[config.mk]
export PLATFORM = sky130hd
export DESIGN_NAME = branch_predict_unit
export DESIGN_NICKNAME = d
export VERILOG_FILES = /design/src/rtl/branch_predict_unit_pkg.sv /design/src/rtl/branch_predict_unit_sat_counter2.sv /design/src/rtl/branch_predict_unit.sv
export SDC_FILE = /design/constraint.sdc
export NUM_CORES = 1
export LEC_CHECK = 0
export ABC_AREA = 1
export CORE_MARGIN = 5
export CORE_UTILIZATION = 43
export DETAILED_ROUTE_END_ITERATION = 12
export GPL_TIMING_DRIVEN = 0
export PLACE_DENSITY_LB_ADDON = 0.25
export SLEW_MARGIN = 20
export SYNTH_ARGS = -nofsm -noshare
export SYNTH_HDL_FRONTEND = slang
export SYNTH_SLANG_ARGS = --single-unit
[constraint.sdc]
create_clock -name clk -period 5.3 [get_ports clk]
set_input_delay 1.06 -clock clk [delete_from_list [all_inputs] [get_ports clk]]
set_output_delay 1.06 -clock clk [all_outputs]
set_load 0.01 [all_outputs]
[src/rtl/branch_predict_unit_pkg.sv]
// Purpose: shared CPU constants for branch decode and 2-bit direction counters.
// Latency: n/a (types, constants and a decode helper only).
// Backpressure: n/a.
package branch_predict_unit_pkg;

   // Conditional-branch funct3 encodings
   localparam logic [2:0] F3_BEQ  = 3'b000;
   localparam logic [2:0] F3_BNE  = 3'b001;
   localparam logic [2:0] F3_BLT  = 3'b100;
   localparam logic [2:0] F3_BGE  = 3'b101;
   localparam logic [2:0] F3_BLTU = 3'b110;
   localparam logic [2:0] F3_BGEU = 3'b111;

   // 2-bit saturating direction counter; bit 1 is the taken prediction
   typedef enum logic [1:0] {
      SNT = 2'b00,
      WNT = 2'b01,
      WT  = 2'b10,
      ST  = 2'b11
   } ctr_t;

   localparam ctr_t CTR_RST = WNT;

   // funct3 = 01x has no branch meaning
   function automatic logic f3_legal(input logic [2:0] f3);
      return (f3[2:1] != 2'b01);
   endfunction

endpackage

[src/rtl/branch_predict_unit_sat_counter2.sv]
// Purpose: next-state function of a 2-bit saturating up/down counter.
// Latency: combinational.
// Backpressure: none.
// Ports: cur = present count, up = count up (else down), nxt = next count.
module sat_counter2
   import branch_predict_unit_pkg::*;
(
   input  ctr_t cur,
   input  logic up,
   output ctr_t nxt
);

   always_comb begin
      nxt = cur;
      if (up) begin
         if (cur != ST) nxt = ctr_t'(cur + 2'd1);
      end else begin
         if (cur != SNT) nxt = ctr_t'(cur - 2'd1);
      end
   end

endmodule

[src/rtl/branch_predict_unit.sv]
// Purpose: branch direction predictor (2-bit counter table) and execute-stage resolver.
// Latency: prediction and resolution combinational; table/counter updates on the next clk edge.
// Backpressure: none; every valid resolving branch is consumed in its cycle.
// Ports:
//   clk, rst                    - clock, synchronous active-high reset
//   fetch_pc -> pred_taken      - fetch-side prediction
//   ex_valid, ex_is_branch, ex_pc, ex_funct3, ex_pred_taken - execute-stage branch info
//   brun -> / breq, brlt <-     - comparator signedness select and results
//   ex_taken, mispredict        - resolved outcome and redirect flag
//   branch_count, mispredict_count - performance counters (wrap modulo 2^32)
module branch_predict_unit
   import branch_predict_unit_pkg::*;
#(
   parameter int ENTRIES = 32
)(
   input  logic        clk,
   input  logic        rst,
   input  logic [31:0] fetch_pc,
   output logic        pred_taken,
   input  logic        ex_valid,
   input  logic        ex_is_branch,
   input  logic [31:0] ex_pc,
   input  logic [2:0]  ex_funct3,
   input  logic        ex_pred_taken,
   output logic        brun,
   input  logic        breq,
   input  logic        brlt,
   output logic        ex_taken,
   output logic        mispredict,
   output logic [31:0] branch_count,
   output logic [31:0] mispredict_count
);

   localparam int IDX_W = $clog2(ENTRIES);

   ctr_t             tbl [ENTRIES];
   logic [IDX_W-1:0] fidx;
   logic [IDX_W-1:0] xidx;
   logic             taken;
   logic             resolve;
   ctr_t             ctr_nxt;
   logic             unused_pc_bits;

   // Untagged direct-mapped index; aliasing PCs share a counter
   assign fidx = fetch_pc[IDX_W+1:2];
   assign xidx = ex_pc[IDX_W+1:2];
   assign unused_pc_bits = ^{fetch_pc[31:IDX_W+2], fetch_pc[1:0],
                             ex_pc[31:IDX_W+2], ex_pc[1:0]};

   // Read is the registered table value: a same-cycle update is not bypassed
   assign pred_taken = tbl[fidx][1];

   // BLTU/BGEU have funct3[1] set; signed compares clear it
   assign brun = ex_funct3[1];

   always_comb begin
      taken = 1'b0;
      case (ex_funct3)
         F3_BEQ:           taken = breq;
         F3_BNE:           taken = !breq;
         F3_BLT,  F3_BLTU: taken = brlt;
         F3_BGE,  F3_BGEU: taken = !brlt;
         default:          taken = 1'b0;
      endcase
   end

   assign resolve    = ex_valid & ex_is_branch & f3_legal(ex_funct3) & !rst;
   assign ex_taken   = resolve & taken;
   assign mispredict = resolve & (taken != ex_pred_taken);

   sat_counter2 u_ctr (
      .cur (tbl[xidx]),
      .up  (taken),
      .nxt (ctr_nxt)
   );

   always_ff @(posedge clk) begin
      if (rst) begin
         for (int i = 0; i < ENTRIES; i++) tbl[i] <= CTR_RST;
         branch_count     <= '0;
         mispredict_count <= '0;
      end else if (resolve) begin
         tbl[xidx]    <= ctr_nxt;
         branch_count <= branch_count + 32'd1;
         if (mispredict) mispredict_count <= mispredict_count + 32'd1;
      end
   end

endmodule

# After elaboration in Yosys (flattened, before gate mapping)
# Memories as Yosys holds them, arrays and structs flattened.
# Cells that the tools add are included.
[word_totals]
reg_bits = 64
ram_bits = 64
wordCells = 41
memories = 1
[memory_table]
columns = ["name", "depth", "word_bits", "rd", "rd_clocked_by_memory_dff", "wr", "line_no", "text"]
rows = [
  ["tbl", 32, 2, 2, 0, 32, "branch_predict_unit.sv:36", "ctr_t tbl [ENTRIES];"],
]
[classes]
n_addsub = 4
eq_ne = 8
mux = 12
bitwise = 5
n_reduce_logical = 9
[op_table]
columns = ["op", "n"]
rows = [
  ["adder 32 x 1 -> 32 bit, second input constant", 2],
  ["== test 3 bit, second input constant", 4],
  ["2-to-1 mux 2 bit", 4],
  ["2-to-1 mux 1 bit", 6],
  ["OR reduction 2 bit", 3],
  ["bitwise AND 1 bit", 5],
  ["2-to-1 mux 5 bit", 1],
  ["one-hot mux 1 bit (4 select lines)", 1],
  ["== test 3 x 1 -> 1 bit, second input constant", 1],
  ["zero test 1 bit", 3],
  ["zero test 3 bit", 1],
  ["adder 2 x 1 -> 2 bit, second input constant", 1],
  ["inequality test 2 x 1 -> 1 bit, second input constant", 1],
  ["inequality test 2 bit, second input constant", 1],
  ["AND reduction 2 bit", 1],
  ["nonzero test 2 bit", 1],
  ["subtractor 2 x 1 -> 2 bit, second input constant", 1],
  ["inequality test 1 bit", 1],
]

# Depth between registers and ports, before layout
# Gate-level depths: netlist of the first run.
[logic_depth]
depth_word = 8
ltp_mapped = 15
ltp_nobuf = 13

# Hierarchy
# Synthesis of the first run repeated with hierarchy kept, for this count alone.
[unflattened]
hier_cells = 1097
area_unflattened_um2 = 7495.9
[modules_own_cells]
columns = ["mod", "instances", "cells_each", "area_each_um2", "seq_area_each_um2"]
rows = [
  ["branch_predict_unit", 1, 1091, 7470.9, 3203.1],
  ["sat_counter2", 1, 6, 25.0, 0.0],
]

# Worst setup path after synthesis of the first run
# Ideal clock, no wire load.
[synth_timing]
kind = "input port to output port"
startpoint = "in fetch_pc[2]"
endpoint = "out pred_taken"
arrival_ps = 2145
t_required_ps = 4240
slack_ps = 2095
stages = 9
cell_sequence = "clkbuf_1 -> inv_1 -> clkbuf_1 -> nor2_1 -> o221ai_1 -> nand3_1 -> nand2_1 -> nand2_1 -> nand2_1"
[synth_via]
elab_chain_len = 1
[synth_rtl]
columns = ["element", "line_no", "text"]
rows = [
  ["start: declaration", "branch_predict_unit.sv:18", "input logic [31:0] fetch_pc,"],
  ["memory read (32 x 2 bit)", "--", ""],
  ["end: declaration", "branch_predict_unit.sv:19", "output logic pred_taken,"],
]
# No other way between the ends.

# Final worst setup path of the first run
[layout_timing]
startpoint = "in ex_is_branch"
endpoint = "out mispredict"
[layout_via]
elab_chain_len = 4
[layout_rtl]
columns = ["element", "line_no", "text"]
rows = [
  ["start: declaration", "branch_predict_unit.sv:21", "input logic ex_is_branch,"],
  ["bitwise AND 1 bit (3 in a row)", "branch_predict_unit.sv:67", "assign resolve = ex_valid & ex_is_branch & f3_legal(ex_funct3) & !rst;"],
  ["bitwise AND 1 bit", "branch_predict_unit.sv:69", "assign mispredict = resolve & (taken != ex_pred_taken);"],
  ["end: declaration", "branch_predict_unit.sv:29", "output logic mispredict,"],
]
# No other way between the ends.

==> flow_metrics.tcl, run 1 <==
set metrics [dict create \
    p_comb_share_pct 9.0 \
    fp.dieW_um 142 \
    overflow 0 \
    post_drt_wl_per_cell_um 15.3 \
    ys_seq_area_share_pct 42.6 \
    cts_max_level 4 \
    slew_violations 0 \
    io_buffers 85 \
    via_per_inst 5.13 \
    ir_worst_vdd_v 0.000216 \
    hold-worst-slack_ns 0.498 \
    hold_class "register to register" \
    drt-total-wl_um 22400 \
    antenna_found_initial 0 \
    gp_congestion 0.941 \
    max_freq_mhz 224 \
    die-height_um 142 \
    place_ws_ns 0.877 \
    cts_tree "built" \
    drc_errors 0 \
    cts_max_path_buffers 2 \
    outcome "finished clean" \
    synth_cells 1123 \
    hold_viol_final 0 \
    core_mm2 0.0172 \
    cts-root-buf "clkbuf_16" \
    ios 142 \
    drt_first_pass_iters 5 \
    die_area_mm2 0.0202 \
    relSlewSlack_pct 54.5 \
    async_reset_ff_share_pct 0 \
    sw_frac_of_total_pct 25.1 \
    clock_latency_ns 0.42 \
    cts_resized 0 \
    crit_fanout 10 \
    period_needed_ns 4.47 \
    ant_nets 0 \
    path_class "input port to output port" \
    ys.flop_type "edfxtp_1" \
    path_clk_slew_ns 0.06 \
    power.switching_mw 0.585 \
    max_stage_delay_ns 0.58 \
    ys_types 34 \
    worstSetupEndpointType "output port" \
    seqPwrFrac_pct 45.3 \
    fin_crit_sh_pct 84.3 \
    critPathRequiredTime_ns 4.24 \
    syn2layout_area_growth_pct 22.1 \
    fillers 1701 \
    critPathLaunchType "input port" \
    crit_chain "clkdlybuf4s50_1 > nand2_1 > nor3_4 > nand3_1 > inv_2 > buf_2 > clkdlybuf4s50_1" \
    insertedDiodeCount 0 \
    fin_setup_tns_ns 0 \
    final_area_mm2 0.00918 \
    grt_use_total_pct 22.3 \
    layout.cells.non_filler 1465 \
    first_iter_violations 779 \
    maxCapViolCount 0 \
    setup_ws_ns 0.834 \
    multi_input_area_mm2 0.00368 \
    tightestPinTransition_ns 0.683 \
    cts_sinks 128 \
    synth_edf_count 64 \
    cts_buffers 17 \
    ys_seq_elements 128 \
    cts.hold.buffers_added 0 \
    powerDensity_mw_per_mm2 254 \
    utilization_pct 53.2 \
    dp.cells 1433 \
    placed_cell_area_mm2 0.00864 \
    start_util_pct 43.6 \
    syn_nets 1199 \
    slowest_stage "clkdlybuf4s50_1" \
    setup_violations 0 \
    via_count 7515 \
    grt_pass1_vias 7123 \
    p_int_mw 1.75 \
    drive_gt1_share_pct 4.76 \
    final_net_count 1303 \
    grt_max_degree 17 \
    syn_area_mm2 0.00751 \
    seqCellArea_mm2 0.00320 \
    total_leakage_power_nw 3.39 \
    yosysWarnings 0 \
    postCtsSetupBuffers 0 \
    grt_pass1_wl_um 35800 \
    rows 48 \
    power.total_mw 2.33 \
    dpl.hpwl_um 16400 \
    postSynthAreaPerCell_um2 6.69 \
    skew_ns 0.00852 \
    arrival_ns 3.41 \
    cp_common_cell "clkdlybuf4s50_1" \
    clkPwrFrac_pct 45.7 \
    grt_setup_unrepaired "no" \
]
==> placed cells by master, fill, tap and decap left out, drive strengths merged, types with 27 or more instances in the layout <==
cell	n
nand2	415
nor3	41
nand3	63
a21oi	58
inv	115
clkbuf	33
o21ai	28
dfxtp	64
buf	27
nor2	166
edfxtp	64
clkdlybuf4s50	85
==> cell usage after synthesis, types with 5 or more instances <==
cell	count	share of area (%)
a21oi_1	58	3.9
buf_2	23	1.5
clkbuf_1	14	0.70
dfxtp_1	64	17
edfxtp_1	64	26
inv_1	113	5.6
nand2_1	414	21
nand3_1	63	4.2
nand3b_1	5	0.50
nand4_1	15	1.2
nor2_1	165	8.2
nor3_1	40	2.7
o21ai_0	26	1.7
o21bai_1	7	0.70
o221ai_1	6	0.70
xnor2_1	5	0.58
xor2_1	17	2.0
==> path summary, 6_finish.rpt <==
check                           to             start  slack (ns)  depth (start not counted)
hold / removal    branch_count[17]  branch_count[17]        0.50                          2
setup reg to reg  branch_count[28]   branch_count[0]        3.30                          8
hold reg to reg   branch_count[17]  branch_count[17]        0.50                          2
setup / recovery        mispredict      ex_is_branch        0.83                          7
==> sequential cells by signal (all words and copies together) (netlist names) <==
register and count:
tbl 64, branch_count 32, mispredict_count 32
==> logic make-up after synthesis <==
logic type,synth area share (%)
AO/OA/AOI/OAI,7.76
XOR/XNOR,2.56
adder cells (fa/ha/maj),0.333
buffers and inverters,8.43
flip-flops,42.6
AND/OR/NAND/NOR,38.3
==> critical path, delay by kind of cell <==
kind / cells / cell delay (ns)
buf+inv: 4 / 1.52
simple gates: 3 / 0.82
==> final cells by class <==
| class | instances | area share, % |
|---|---|---|
| Tap cell | 225 | 3.07 |
| Buffer | 41 | 2.15 |
| Sequential cell | 128 | 34.9 |
| Clock inverter | 13 | 1.06 |
| Timing Repair Buffer | 85 | 9.27 |
| Clock buffer | 19 | 4.72 |
| Inverter | 116 | 4.75 |
| Multi-Input combinational cell | 838 | 40.1 |
==> per-layer routing <==
metal  global-route usage (%)  vias up  part of all wire, %
met3                     5.54       43                  7.6
met1                     29.4     3436                   43
li1                         -     3790                    -
met2                     35.9      246                   46
met4                     7.68        0                  2.7
met5                        0        -                    0
==> power by group through the flow <==
| stage | registers, mW | logic [mW] | clock network (mW) |
|---|---|---|---|
| floorplan | 1.07 | 0.130 | 0 |
| global placement | 1.08 | 0.205 | 0 |
| detailed placement | 1.08 | 0.207 | 0 |
| CTS | 1.06 | 0.209 | 1.08 |
| global route | 1.06 | 0.232 | 1.12 |
| finish | 1.06 | 0.210 | 1.07 |
Note: power is estimated with default switching activity, not from simulation.
==> run 2: changes to the inputs <==
- clock period: 5.3 -> 4.05 ns (I/O delays scaled with it)
==> run 2 against run 1 <==
- critical path depth increased by 2
- clock power grew 30%
- worst hold slack better by 0.00085 ns
- design area about the same
- via count is 0.15% higher
- sequential share of layout area hardly changed
- combinational power rose by 31%
- global-route usage did not move
==> flow_metrics.tcl, run 2 (synthesis gave the netlist of run 1 again) <==
set metrics [dict create \
    rows 48 \
    multi_input_area_mm2 0.00368 \
    postCtsSetupBuffers 0 \
    slew_violations 0 \
    ir_worst_vdd_v 0.000284 \
    seqCellArea_mm2 0.00320 \
    hold_depth 2 \
    cts_tree "built" \
    start_util_pct 43.6 \
    top_usage_layer "met2" \
    antenna_found_initial 0 \
    powerDensity_mw_per_mm2 332 \
    outcome "finished clean" \
    via_per_inst 5.14 \
    largest_reg_flops 64 \
    via_count 7526 \
    ios 142 \
    mostFrequentLayoutCells "nand2_1 (414), nor2_1 (165), inv_1 (113)" \
    relSlewSlack_pct 54.0 \
    hold_viol_final 0 \
    post_drt_wl_per_cell_um 15.2 \
    dpl.hpwl_um 16400 \
    grt_use_met2_pct 35.9 \
    cts_max_level 4 \
    io_buffers 85 \
    cts.hold.buffers_added 0 \
    insertedDiodeCount 0 \
    arrival_ns 3.14 \
    tightestPinTransition_ns 0.690 \
    worstSetupEndpointType "output port" \
    maxCapViolCount 0 \
    critPathLaunchType "input port" \
    die_area_mm2 0.0202 \
    period_needed_ns 3.95 \
    clock_latency_ns 0.41 \
    largest_register "tbl" \
    overflow 0 \
    crit_fanout 10 \
    final_area_mm2 0.00918 \
    drt-total-wl_um 22300 \
    gp_congestion 0.941 \
    layout_commonest_cell "nand2_1" \
    cts_max_path_buffers 2 \
    hold_class "register to register" \
    reg.largest.list "tbl x64, branch_count x32, mispredict_count x32" \
    placed_cell_area_mm2 0.00864 \
    drive_gt1_share_pct 4.84 \
    path_clk_slew_ns 0.06 \
    cts_buffers 17 \
    cts-root-buf "clkbuf_16" \
    grt_max_degree 17 \
    grt_util_met3_pct 5.54 \
    fin_setup_tns_ns 0 \
    max_freq_mhz 253 \
    grt_use_total_pct 22.3 \
    fin_crit_sh_pct 97.6 \
    drc_errors 0 \
    dp.cells 1433 \
    syn2layout_area_growth_pct 22.2 \
    layout.cells.non_filler 1465 \
    cts_sinks 128 \
    fillers 1701 \
    r2r_cells 13 \
    setup_violations 0 \
    utilization_pct 53.3 \
    drt_first_pass_iters 5 \
    total_leakage_power_nw 3.39 \
    die-height_um 142 \
    skew_ns 0.00925 \
    grt_setup_unrepaired "no" \
    ant_nets 0 \
    grt_pass1_vias 7123 \
    critPathRequiredTime_ns 3.24 \
    first_iter_violations 830 \
    fp.dieW_um 142 \
    grt_pass1_wl_um 35800 \
    power.total_mw 3.05 \
    path_class "input port to output port" \
    core_mm2 0.0172 \
    final_net_count 1303 \
    cts_resized 0 \
    use_met1_pct 29.4 \
]
run 2: final cells by class:
class	instances	area share (%)
buffer	41	2.15
inverter	116	4.74
sequential	128	34.9
timing repair buffer	85	9.27
multi-input combinational	838	40.1
clock inverter	13	1.06
tap	225	3.07
clock buffer	19	4.72
run 2: where the power goes:
part           switching [mW]  total [mW]  internal (mW)
registers              0.0118        1.38           1.37
logic                   0.191       0.275         0.0844
clock network           0.561        1.39          0.830
total                   0.764        3.05           2.29
run 2: stage by stage:
step                      worst slack [ns]  hold WS [ns]
after floorplan                       1.35         0.491
after CTS                           0.0583         0.499
after global placement               0.101         0.484
final                               0.0974         0.499
after detailed placement             0.127         0.489
after global routing               0.00341         0.532
run 2: metal layers:
metal / vias to the layer above / wire [um]
met4: 0 / 588
li1: 3791 / -
met2: 272 / 10200
met3: 45 / 1690
met5: - / 0
met1: 3418 / 9790
run 2: critical path: stages:
cell and delay, ns:
clkdlybuf4s50_1 0.67, clkbuf_1 0.42, o21ai_0 0.18, o221ai_1 0.27, nand3_1 0.10, nand2_1 0.08, nand2_1 0.04, nand2_1 0.05
clkdlybuf4s50_1 0.53
run 2: final timing paths:
check / start / end / slack [ns]
setup / recovery: fetch_pc[3] / pred_taken / 0.1
hold / removal: branch_count[17] / branch_count[17] / 0.50
setup reg to reg: tbl[31][1] / tbl[13][1] / 2.06
hold reg to reg: branch_count[17] / branch_count[17] / 0.50
